==> config.mk <==
export PLATFORM = sky130hd
export DESIGN_NAME = spi_host
export DESIGN_NICKNAME = d
export VERILOG_FILES = /design/src/rtl/spi_pkg.sv /design/src/rtl/spi_host_shifter.sv /design/src/rtl/spi_host.sv
export SDC_FILE = /design/constraint.sdc
export NUM_CORES = 1
export LEC_CHECK = 0
export ABC_AREA = 1
export CAP_MARGIN = 10
export CORE_MARGIN = 1.5
export CORE_UTILIZATION = 35
export DETAILED_ROUTE_END_ITERATION = 10
export DONT_BUFFER_PORTS = 1
export GPL_ROUTABILITY_DRIVEN = 0
export PLACE_DENSITY = 0.6
export REMOVE_ABC_BUFFERS = 1
export SLEW_MARGIN = 20
export SYNTH_ARGS = -nofsm -noshare
export SYNTH_HDL_FRONTEND = slang
export SYNTH_SLANG_ARGS = --single-unit
export TNS_END_PERCENT = 30
==> constraint.sdc <==
create_clock -name clk -period 10.8 [get_ports clk]
set_input_delay 1.08 -clock clk [delete_from_list [all_inputs] [get_ports clk]]
set_output_delay 1.08 -clock clk [all_outputs]
set_load 0.05 [all_outputs]
==> src/rtl/spi_pkg.sv <==
// Shared SPI definitions: flash command opcodes, the spi_host frame state
// encoding and the frame byte lookup used by spi_host.
package spi_pkg;

    localparam logic [7:0] CMD_READ_ID        = 8'h90;
    localparam logic [7:0] CMD_READ_STATUS    = 8'h05;
    localparam logic [7:0] CMD_WRITE_STATUS   = 8'h01;
    localparam logic [7:0] CMD_READ           = 8'h0B;
    localparam logic [7:0] CMD_WRITE          = 8'h02;
    localparam logic [7:0] CMD_POWERDOWN      = 8'hB9;
    localparam logic [7:0] CMD_EXIT_POWERDOWN = 8'hAB;
    localparam logic [7:0] CMD_ARM_RESET      = 8'h66;
    localparam logic [7:0] CMD_FIRE_RESET     = 8'h99;

    typedef enum logic [2:0] {
        IDLE,
        CS_SETUP,
        SHIFT,
        CS_HOLD,
        GAP
    } spi_state_e;

    // Byte idx of a frame; reads pad the dummy and data bytes with zeros,
    // and anything past the frame end is zero so mosi settles low.
    function automatic logic [7:0] frame_byte(input logic        we,
                                              input logic [23:0] adr,
                                              input logic [31:0] dat,
                                              input logic [3:0]  idx);
        logic [7:0] b;
        b = 8'h00;
        case (idx)
            4'd0:    b = we ? CMD_WRITE : CMD_READ;
            4'd1:    b = adr[23:16];
            4'd2:    b = adr[15:8];
            4'd3:    b = adr[7:0];
            4'd4:    b = we ? dat[31:24] : 8'h00;
            4'd5:    b = we ? dat[23:16] : 8'h00;
            4'd6:    b = we ? dat[15:8]  : 8'h00;
            4'd7:    b = we ? dat[7:0]   : 8'h00;
            default: b = 8'h00;
        endcase
        return b;
    endfunction

endpackage

==> src/rtl/spi_host_shifter.sv <==
// SCK divider, 8-bit transmit/receive shift registers and bit counter.
// Mode 0: miso sampled as sck rises, next mosi bit shifted out as sck falls.
module spi_host_shifter #(
    parameter int CLK_DIV = 4
) (
    input  logic       clk,
    input  logic       rst,
    input  logic       run,
    input  logic       shift,
    input  logic       ld,
    input  logic [7:0] tx_byte,
    input  logic       miso,
    output logic       sck,
    output logic       mosi,
    output logic       tick,
    output logic       rx_last,
    output logic       byte_done,
    output logic [7:0] rx_byte
);

    logic [7:0] div_q, div_d;
    logic       sck_q, sck_d;
    logic [7:0] tx_q, tx_d;
    logic [6:0] rx_q, rx_d;
    logic [2:0] bit_q, bit_d;

    assign tick    = run && (div_q == 8'(CLK_DIV - 1));
    assign rx_byte = {rx_q, miso};
    assign sck     = sck_q;
    assign mosi    = tx_q[7];

    always_comb begin
        div_d     = run ? (tick ? 8'd0 : div_q + 8'd1) : 8'd0;
        sck_d     = sck_q;
        tx_d      = tx_q;
        rx_d      = rx_q;
        bit_d     = bit_q;
        rx_last   = 1'b0;
        byte_done = 1'b0;
        if (ld) begin
            tx_d  = tx_byte;
            bit_d = 3'd0;
            sck_d = 1'b0;
        end else if (shift && tick) begin
            if (!sck_q) begin
                sck_d   = 1'b1;
                rx_d    = rx_byte[6:0];
                rx_last = (bit_q == 3'd7);
            end else begin
                sck_d = 1'b0;
                // Next byte is loaded on the 8th falling edge: bytes run back-to-back.
                if (bit_q == 3'd7) begin
                    bit_d     = 3'd0;
                    tx_d      = tx_byte;
                    byte_done = 1'b1;
                end else begin
                    bit_d = bit_q + 3'd1;
                    tx_d  = {tx_q[6:0], 1'b0};
                end
            end
        end
    end

    always_ff @(posedge clk or posedge rst) begin
        if (rst) begin
            div_q <= '0;
            sck_q <= 1'b0;
            tx_q  <= '0;
            rx_q  <= '0;
            bit_q <= '0;
        end else begin
            div_q <= div_d;
            sck_q <= sck_d;
            tx_q  <= tx_d;
            rx_q  <= rx_d;
            bit_q <= bit_d;
        end
    end

endmodule

==> src/rtl/spi_host.sv <==
// SPI flash host: one word read (0x0B) or write (0x02) per request, mode 0.
// Optional macro SPI_HOST_ID_CHECK_EN adds a sticky responder-ID mismatch flag.
module spi_host
    import spi_pkg::*;
#(
    parameter int         CLK_DIV = 4,
    parameter int         CS_GAP  = 4,
    parameter logic [7:0] EXP_ID  = 8'h5A
) (
    input  logic        clk,
    input  logic        rst,
    output logic        sck,
    output logic        ssn,
    output logic        mosi,
    input  logic        miso,
    input  logic        i_vld,
    output logic        o_rdy,
    input  logic        i_we,
    input  logic [23:0] i_adr,
    input  logic [31:0] i_dat,
    output logic        o_vld,
    output logic [31:0] o_dat,
    output logic        o_busy,
    output logic [7:0]  o_id,
    output logic        o_id_err
);

    spi_state_e  state_q, state_d;
    logic [3:0]  byte_q, byte_d;
    logic [7:0]  gap_q, gap_d;
    logic        we_q, we_d;
    logic [23:0] adr_q, adr_d;
    logic [31:0] dat_q, dat_d;
    logic [31:0] rdat_q, rdat_d;
    logic [31:0] odat_q, odat_d;
    logic [7:0]  id_q, id_d;
    logic        vld_q, vld_d;
    logic        ssn_q, ssn_d;

    logic        accept, gap_last, run, shift, ld, id_upd;
    logic        tick, rx_last, byte_done;
    logic [7:0]  tx_byte, rx_byte;

    assign gap_last = (gap_q == 8'(CS_GAP - 1));
    // Ready in the last gap cycle too, so back-to-back frames keep ssn high exactly CS_GAP cycles.
    assign o_rdy    = (state_q == IDLE) || (state_q == GAP && gap_last);
    assign accept   = i_vld && o_rdy;
    assign run      = (state_q == CS_SETUP) || (state_q == SHIFT) || (state_q == CS_HOLD);
    assign shift    = (state_q == SHIFT);
    assign id_upd   = rx_last && (byte_q == 4'd0);

    always_comb begin
        state_d = state_q;
        byte_d  = byte_q;
        gap_d   = gap_q;
        we_d    = we_q;
        adr_d   = adr_q;
        dat_d   = dat_q;
        rdat_d  = rdat_q;
        odat_d  = odat_q;
        id_d    = id_q;
        vld_d   = 1'b0;
        ld      = 1'b0;
        tx_byte = frame_byte(we_q, adr_q, dat_q, byte_q + 4'd1);
        case (state_q)
            IDLE:     if (accept) state_d = CS_SETUP;
            CS_SETUP: if (tick) state_d = SHIFT;
            SHIFT: begin
                if (byte_done) begin
                    if (byte_q == (we_q ? 4'd7 : 4'd8)) state_d = CS_HOLD;
                    else                                byte_d  = byte_q + 4'd1;
                end
            end
            CS_HOLD: begin
                if (tick) begin
                    state_d = GAP;
                    gap_d   = 8'd0;
                    vld_d   = 1'b1;
                    if (!we_q) odat_d = rdat_q;
                end
            end
            GAP: begin
                if (gap_last) state_d = accept ? CS_SETUP : IDLE;
                else          gap_d   = gap_q + 8'd1;
            end
            default: state_d = IDLE;
        endcase
        if (accept) begin
            we_d    = i_we;
            adr_d   = i_adr;
            dat_d   = i_dat;
            byte_d  = 4'd0;
            ld      = 1'b1;
            tx_byte = i_we ? CMD_WRITE : CMD_READ;
        end
        // Every received byte shifts through; the last four of a read are the data word.
        if (rx_last) rdat_d = {rdat_q[23:0], rx_byte};
        if (id_upd)  id_d   = rx_byte;
        ssn_d = !((state_d == CS_SETUP) || (state_d == SHIFT) || (state_d == CS_HOLD));
    end

    always_ff @(posedge clk or posedge rst) begin
        if (rst) begin
            state_q <= IDLE;
            byte_q  <= '0;
            gap_q   <= '0;
            we_q    <= 1'b0;
            adr_q   <= '0;
            dat_q   <= '0;
            rdat_q  <= '0;
            odat_q  <= '0;
            id_q    <= '0;
            vld_q   <= 1'b0;
            ssn_q   <= 1'b1;
        end else begin
            state_q <= state_d;
            byte_q  <= byte_d;
            gap_q   <= gap_d;
            we_q    <= we_d;
            adr_q   <= adr_d;
            dat_q   <= dat_d;
            rdat_q  <= rdat_d;
            odat_q  <= odat_d;
            id_q    <= id_d;
            vld_q   <= vld_d;
            ssn_q   <= ssn_d;
        end
    end

    spi_host_shifter #(.CLK_DIV(CLK_DIV)) u_shifter (
        .clk       (clk),
        .rst       (rst),
        .run       (run),
        .shift     (shift),
        .ld        (ld),
        .tx_byte   (tx_byte),
        .miso      (miso),
        .sck       (sck),
        .mosi      (mosi),
        .tick      (tick),
        .rx_last   (rx_last),
        .byte_done (byte_done),
        .rx_byte   (rx_byte)
    );

    assign ssn    = ssn_q;
    assign o_vld  = vld_q;
    assign o_dat  = odat_q;
    assign o_busy = !o_rdy;
    assign o_id   = id_q;

`ifdef SPI_HOST_ID_CHECK_EN
    logic id_err_q, id_err_d;

    always_comb id_err_d = id_err_q | (id_upd && (rx_byte != EXP_ID));

    always_ff @(posedge clk or posedge rst) begin
        if (rst) id_err_q <= 1'b0;
        else     id_err_q <= id_err_d;
    end

    assign o_id_err = id_err_q;
`else
    logic unused_exp_id;
    assign unused_exp_id = ^EXP_ID;
    assign o_id_err      = 1'b0;
`endif

endmodule
=== Word level (Yosys, flattened, before mapping) ===
Index checks and enable logic that the tools add are counted.

* Add/subtract/negate cells: 4
* Eq/ne operators: 21
* Muxes and demuxes: 47
* Bitwise operators: 3
* Reduce and logical (&&, ||, !) cells: 25

{| class="wikitable"
|+ Operators with widths
! operator !! count
|-
| $mux 8 || 13
|-
| $pmux 8 s8 || 1
|-
| $mux 3 || 10
|-
| $mux 4 || 7
|-
| $add 8x1->8 const B || 2
|-
| $eq 4x3->1 const B || 4
|-
| $eq 8x2->1 const B || 2
|-
| $pmux 8 s2 || 1
|-
| $pmux 3 s5 || 1
|-
| $mux 1 || 14
|-
| $eq 3x2->1 const B || 4
|-
| $reduce_and 3->1 || 4
|-
| $reduce_bool 2->1 || 5
|-
| $eq 4x2->1 const B || 2
|-
| $logic_not 4->1 || 2
|-
| $eq 3x1->1 const B || 2
|-
| $eq 3x3->1 const B || 2
|-
| $logic_and 1x1->1 || 5
|-
| $logic_or 1x1->1 || 5
|-
| $add 4x1->4 const B || 1
|-
| $eq 4x1->1 const B || 1
|-
| $eq 4x4->1 || 1
|-
| $ne 2x2->1 const B || 2
|-
| $add 3x1->3 const B || 1
|-
| 5 further kinds || 8
|}

* Bits in registers: 173
* Input bits: 61
* Output and inout bits: 47
* Word-level logic and storage cells: 116

=== Logic depth before layout (Yosys ltp) ===
* Depth after elaboration: 13
* Mapped depth: 14
* Mapped depth without buffers: 12

=== Modules after synthesis ===
Synthesis repeated with hierarchy kept, for this count alone.

* Cells, all modules: 966
* Area, all modules: 8080.2 um^2

{| class="wikitable"
|+ Modules (own cells, without submodules)
! module !! times used !! cells an instance !! area an instance (um^2) !! sequential area each (um^2)
|-
| spi_host || 1 || 791 || 6645.1 || 3654.8
|-
| spi_host_shifter || 1 || 175 || 1435.1 || 675.6
|}

=== Least setup slack after synthesis ===
Ideal clock, no wire load.

* Kind: reg-to-output
* Start point: reg gap_q[0]
* End point: out o_rdy
* Arrival: 1.659 ns
* Data required time: 9.720 ns
* Slack: 8.061 ns
* Cell stages (with the launch flop): 8
* Path buffers: 0
* Cell sequence: dfrtp_1 -> ha_1 -> inv_1 -> nor2_1 -> nand3_1 -> nand2_1 -> nand2_1 -> inv_1

* Longest elaborated chain between the ends: 3

{| class="wikitable"
|+ RTL lines
! what !! RTL line !! RTL
|-
| start, declared || spi_host.sv:30 || <nowiki>logic [7:0] gap_q, gap_d;</nowiki>
|-
| start signal, assigned || spi_host.sv:118 || <nowiki>gap_q <= gap_d;</nowiki>
|-
| $eq 8x2->1 || spi_host.sv:44 || <nowiki>assign gap_last = (gap_q == 8'(CS_GAP - 1));</nowiki>
|-
| $logic_and 1x1->1 || spi_host.sv:46 || <nowiki>assign o_rdy = (state_q == IDLE) || (state_q == GAP && gap_last);</nowiki>
|-
| $logic_or 1x1->1 || spi_host.sv:46 ||
|-
| end, declared || spi_host.sv:17 || <nowiki>output logic o_rdy,</nowiki>
|}

Every way passes these cells.

=== Worst setup path after layout ===
Ends and elaborated chain as after synthesis.

==> impl_results.md <==
* Outcome: complete, no violations
* Final number of max-transition violations at 0
* Post-Route WL at 15.6 mm
* Residual DRC at 0
* Initial core utilization at 0.355
* Clock root cell: clkbuf_16
* Setup TNS at 0 ns
* Clk sinks at 173
* Final worst-path cycle share at 0.302
* Mapped Area at 0.00772 mm^2
* Pwr Total at 1.23 mW
* Die ar. at 0.0229 mm^2
* CTS tree: built
* Final ANT Viol Nets at 0
* I/O Buffers at 0
* Cells after DPL at 1138
* Startpoint Class: register
* Syn. warnings at 0
* Cts hold-fix bufs at 0
* Lkg Pwr at 4.18 nW
* Final setup fails at 0
* Critical Path End Type: primary output
* CP bufs+invs at 2
* Largest net degree at the start of global routing at 109
* Gr usage total at 0.144
* Max transition margin at 0.293
* First-pass GRT wire length at 26.0 mm
* Unrepaired setup endpoints after global routing: no
* Sequential fraction of the synthesis area at 0.561
* Synth area leaders: dfrtp_1 56%, nand2_1 16%, o21ai_0 3.5%, inv_1 3.4%, nor2_1 2.7%
* DR vias at 5478
* Worst vdd ir at 85.9 uV
* Num CTS Buffers at 17
* Post-CTS Resized at 0
* Post-route cell area at 0.00843 mm^2
* Post-Synthesis Cells at 891
* Skew final at 0.0142 ns
* Slowest stage delay, CP at 0.46 ns
* Initial antenna violation count at 1
* Mapped Avg Cell Area at 8.66 um^2
* WP data arrival at 2.18 ns
* Core Footprint at 0.0218 mm^2
* WHS at 0.456 ns
* DR vias/cell at 4.68
* CP Class: register to primary output
* Fin nets at 947
* Average wire per standard cell at 13.3 um
* Max Buffers Root-to-Sink at 2
* Final non-filler cell total at 1170
* Largest area contributor in the netlist: dfrtp_1
* Grt total ovfl at 0
* Area grow syn2layout at 9.31%
* Max_cap viols at 0
* Post-CTS Setup Bufs at 0
* H-tree depth at 4
* DP HPWL at 10.1 mm
* Row count at 54
* Fmax at 306 MHz
* #FFs+latches synth at 173
* Worst-path clk slew at 0.06 ns
* Worst Max-Slew Pin Slew at 1.06 ns
* Slowest stage cell, crit path: inv_1
* Clock insertion delay at the later pin of the skew report at 0.42 ns
* Layout cells sized above 1 at 0.0855
* Vias in the first global route at 5272
* Crit-path cells: ha_1, inv_1, nor2_1, nand3_1, nand2_1, nand2_1, inv_1
* First-pass DRT Iterations at 4
* Min Clock Period, post-route at 3.26 ns
* # IOs at 108
* Pwr dens at 146 mW/mm^2
* Initial DRC count at 278
* Synth top area share at 0.558
* Placed cell areas at 0.00789 mm^2
* HP Class: register to register
* Endpoints failing hold at 0
* Synth unique cells at 41
* Max FO, Critical Path at 4
* Crit path required time at 9.72 ns
* Die H at 151 um
* Delay-heaviest family, CP: simple AND/OR/NAND/NOR gates
* Die W at 151 um
-- power by group --
| part | total [mW] | switching (mW) | internal, mW |
|---|---|---|---|
| sequential | 0.649 | 0.000552 | 0.649 |
| clock | 0.568 | 0.264 | 0.304 |
| combinational | 0.0156 | 0.0146 | 0.00100 |
-- final timing paths --
kind	to	depth (start not counted)	slack, ns	startpoint
hold / removal	u_shifter.div_q[0]	1	0.46	u_shifter.div_q[0]
setup / recovery	o_rdy	7	7.54	gap_q[0]
hold reg to reg	u_shifter.div_q[0]	1	0.46	u_shifter.div_q[0]
max in group asynchronous	u_shifter.rx_q[0]	2	8.67	rst
setup reg to reg	rdat_q[17]	9	7.80	gap_q[0]
min in group asynchronous	rdat_q[13]	1	0.75	rst
-- layer usage --
metal  up-vias  global-route usage  share of wire
met2       124               0.220           0.44
met4         0              0.0369         0.0076
met1      2549               0.200           0.49
li1       2796                   -              -
met5         -                   0              0
met3         9              0.0422          0.058
-- cells in the final DEF (no fill, tap or decap), types with 2 or more instances in the layout --
cell,netlist,routed
o21a_1,3,3
nand3b_1,3,3
nor2_2,3,3
clkbuf_16,0,17
ha_1,9,9
a21oi_1,9,9
nor3_1,12,12
inv_6,0,4
nand4_1,10,10
xnor2_1,3,3
nor2_4,2,2
clkinv_4,0,4
dfrtp_1,172,172
inv_1,70,69
clkinvlp_4,0,4
o21ai_2,9,9
nor2_1,56,56
nor3b_1,2,2
nand2_2,7,7
and3_1,2,2
mux2_4,8,8
buf_4,8,4
o21ai_1,35,35
xor2_1,4,4
o21ai_0,54,54
inv_2,5,5
nand2_1,324,324
nand3_1,39,39
-- registers in the layout (all words and copies together) (netlist names), 7 cells and up --
| register | count |
|---|---|
| dat_q | 32 |
| o_dat | 32 |
| rdat_q | 32 |
| adr_q | 24 |
| gap_q | 8 |
| o_id | 8 |
| u_shifter.div_q | 8 |
| u_shifter.tx_q | 8 |
| u_shifter.rx_q | 7 |
-- kinds of logic (layout without fill, tap and decap cells) --
group	after synthesis	count (layout)	share of synthesized area
fa+ha+maj	9	9	0.0146
other cells	1	2	0.000486
compound gates	114	114	0.0809
xor+xnor	7	7	0.00795
flops	173	173	0.561
mux	8	8	0.0156
buf+inv	112	110	0.0645
simple gates	467	467	0.255
-- Yosys cell counts --
cell / n
buf_1: 2
o21bai_1: 1
or2_2: 1
ha_1: 9
nor2_1: 56
conb_1: 1
nor4_1: 1
mux2_4: 8
o221ai_1: 1
nor2_2: 3
nand3b_1: 3
nand4_2: 1
nor3_4: 1
nor3b_1: 2
a211oi_1: 1
o21ai_1: 35
o311ai_0: 1
o21a_1: 3
nor2_4: 2
dfrtp_1: 172
clkbuf_1: 14
a21oi_1: 9
nand3_1: 39
buf_2: 8
buf_4: 8
o21ai_0: 54
xor2_1: 4
inv_1: 70
nand3_4: 1
nand4_1: 10
nand4_4: 1
buf_6: 5
o21ai_2: 9
and2_1: 1
nand2_2: 7
xnor2_1: 3
nor3_1: 12
and3_1: 2
dfstp_2: 1
nand2_1: 324
inv_2: 5
-- final cells by class --
cell class                 count  area, um^2
fill                        2234       13300
sequential                   173        4330
multi-input combinational    606        2890
clock buffer                  18         439
tap                          280         350
inverter                      75         287
clock inverter                13         108
timing repair buffer           4        30.0
antenna                        1        2.50
-- per-stage QoR --
step                worst slack (ns)  utilization
global route                    7.38        0.388
global placement                7.77        0.362
CTS                             7.50        0.388
floorplan                       5.03            -
detailed placement              7.69        0.362
finish                          7.54        0.388
Note: power is estimated with default switching activity, not from simulation.
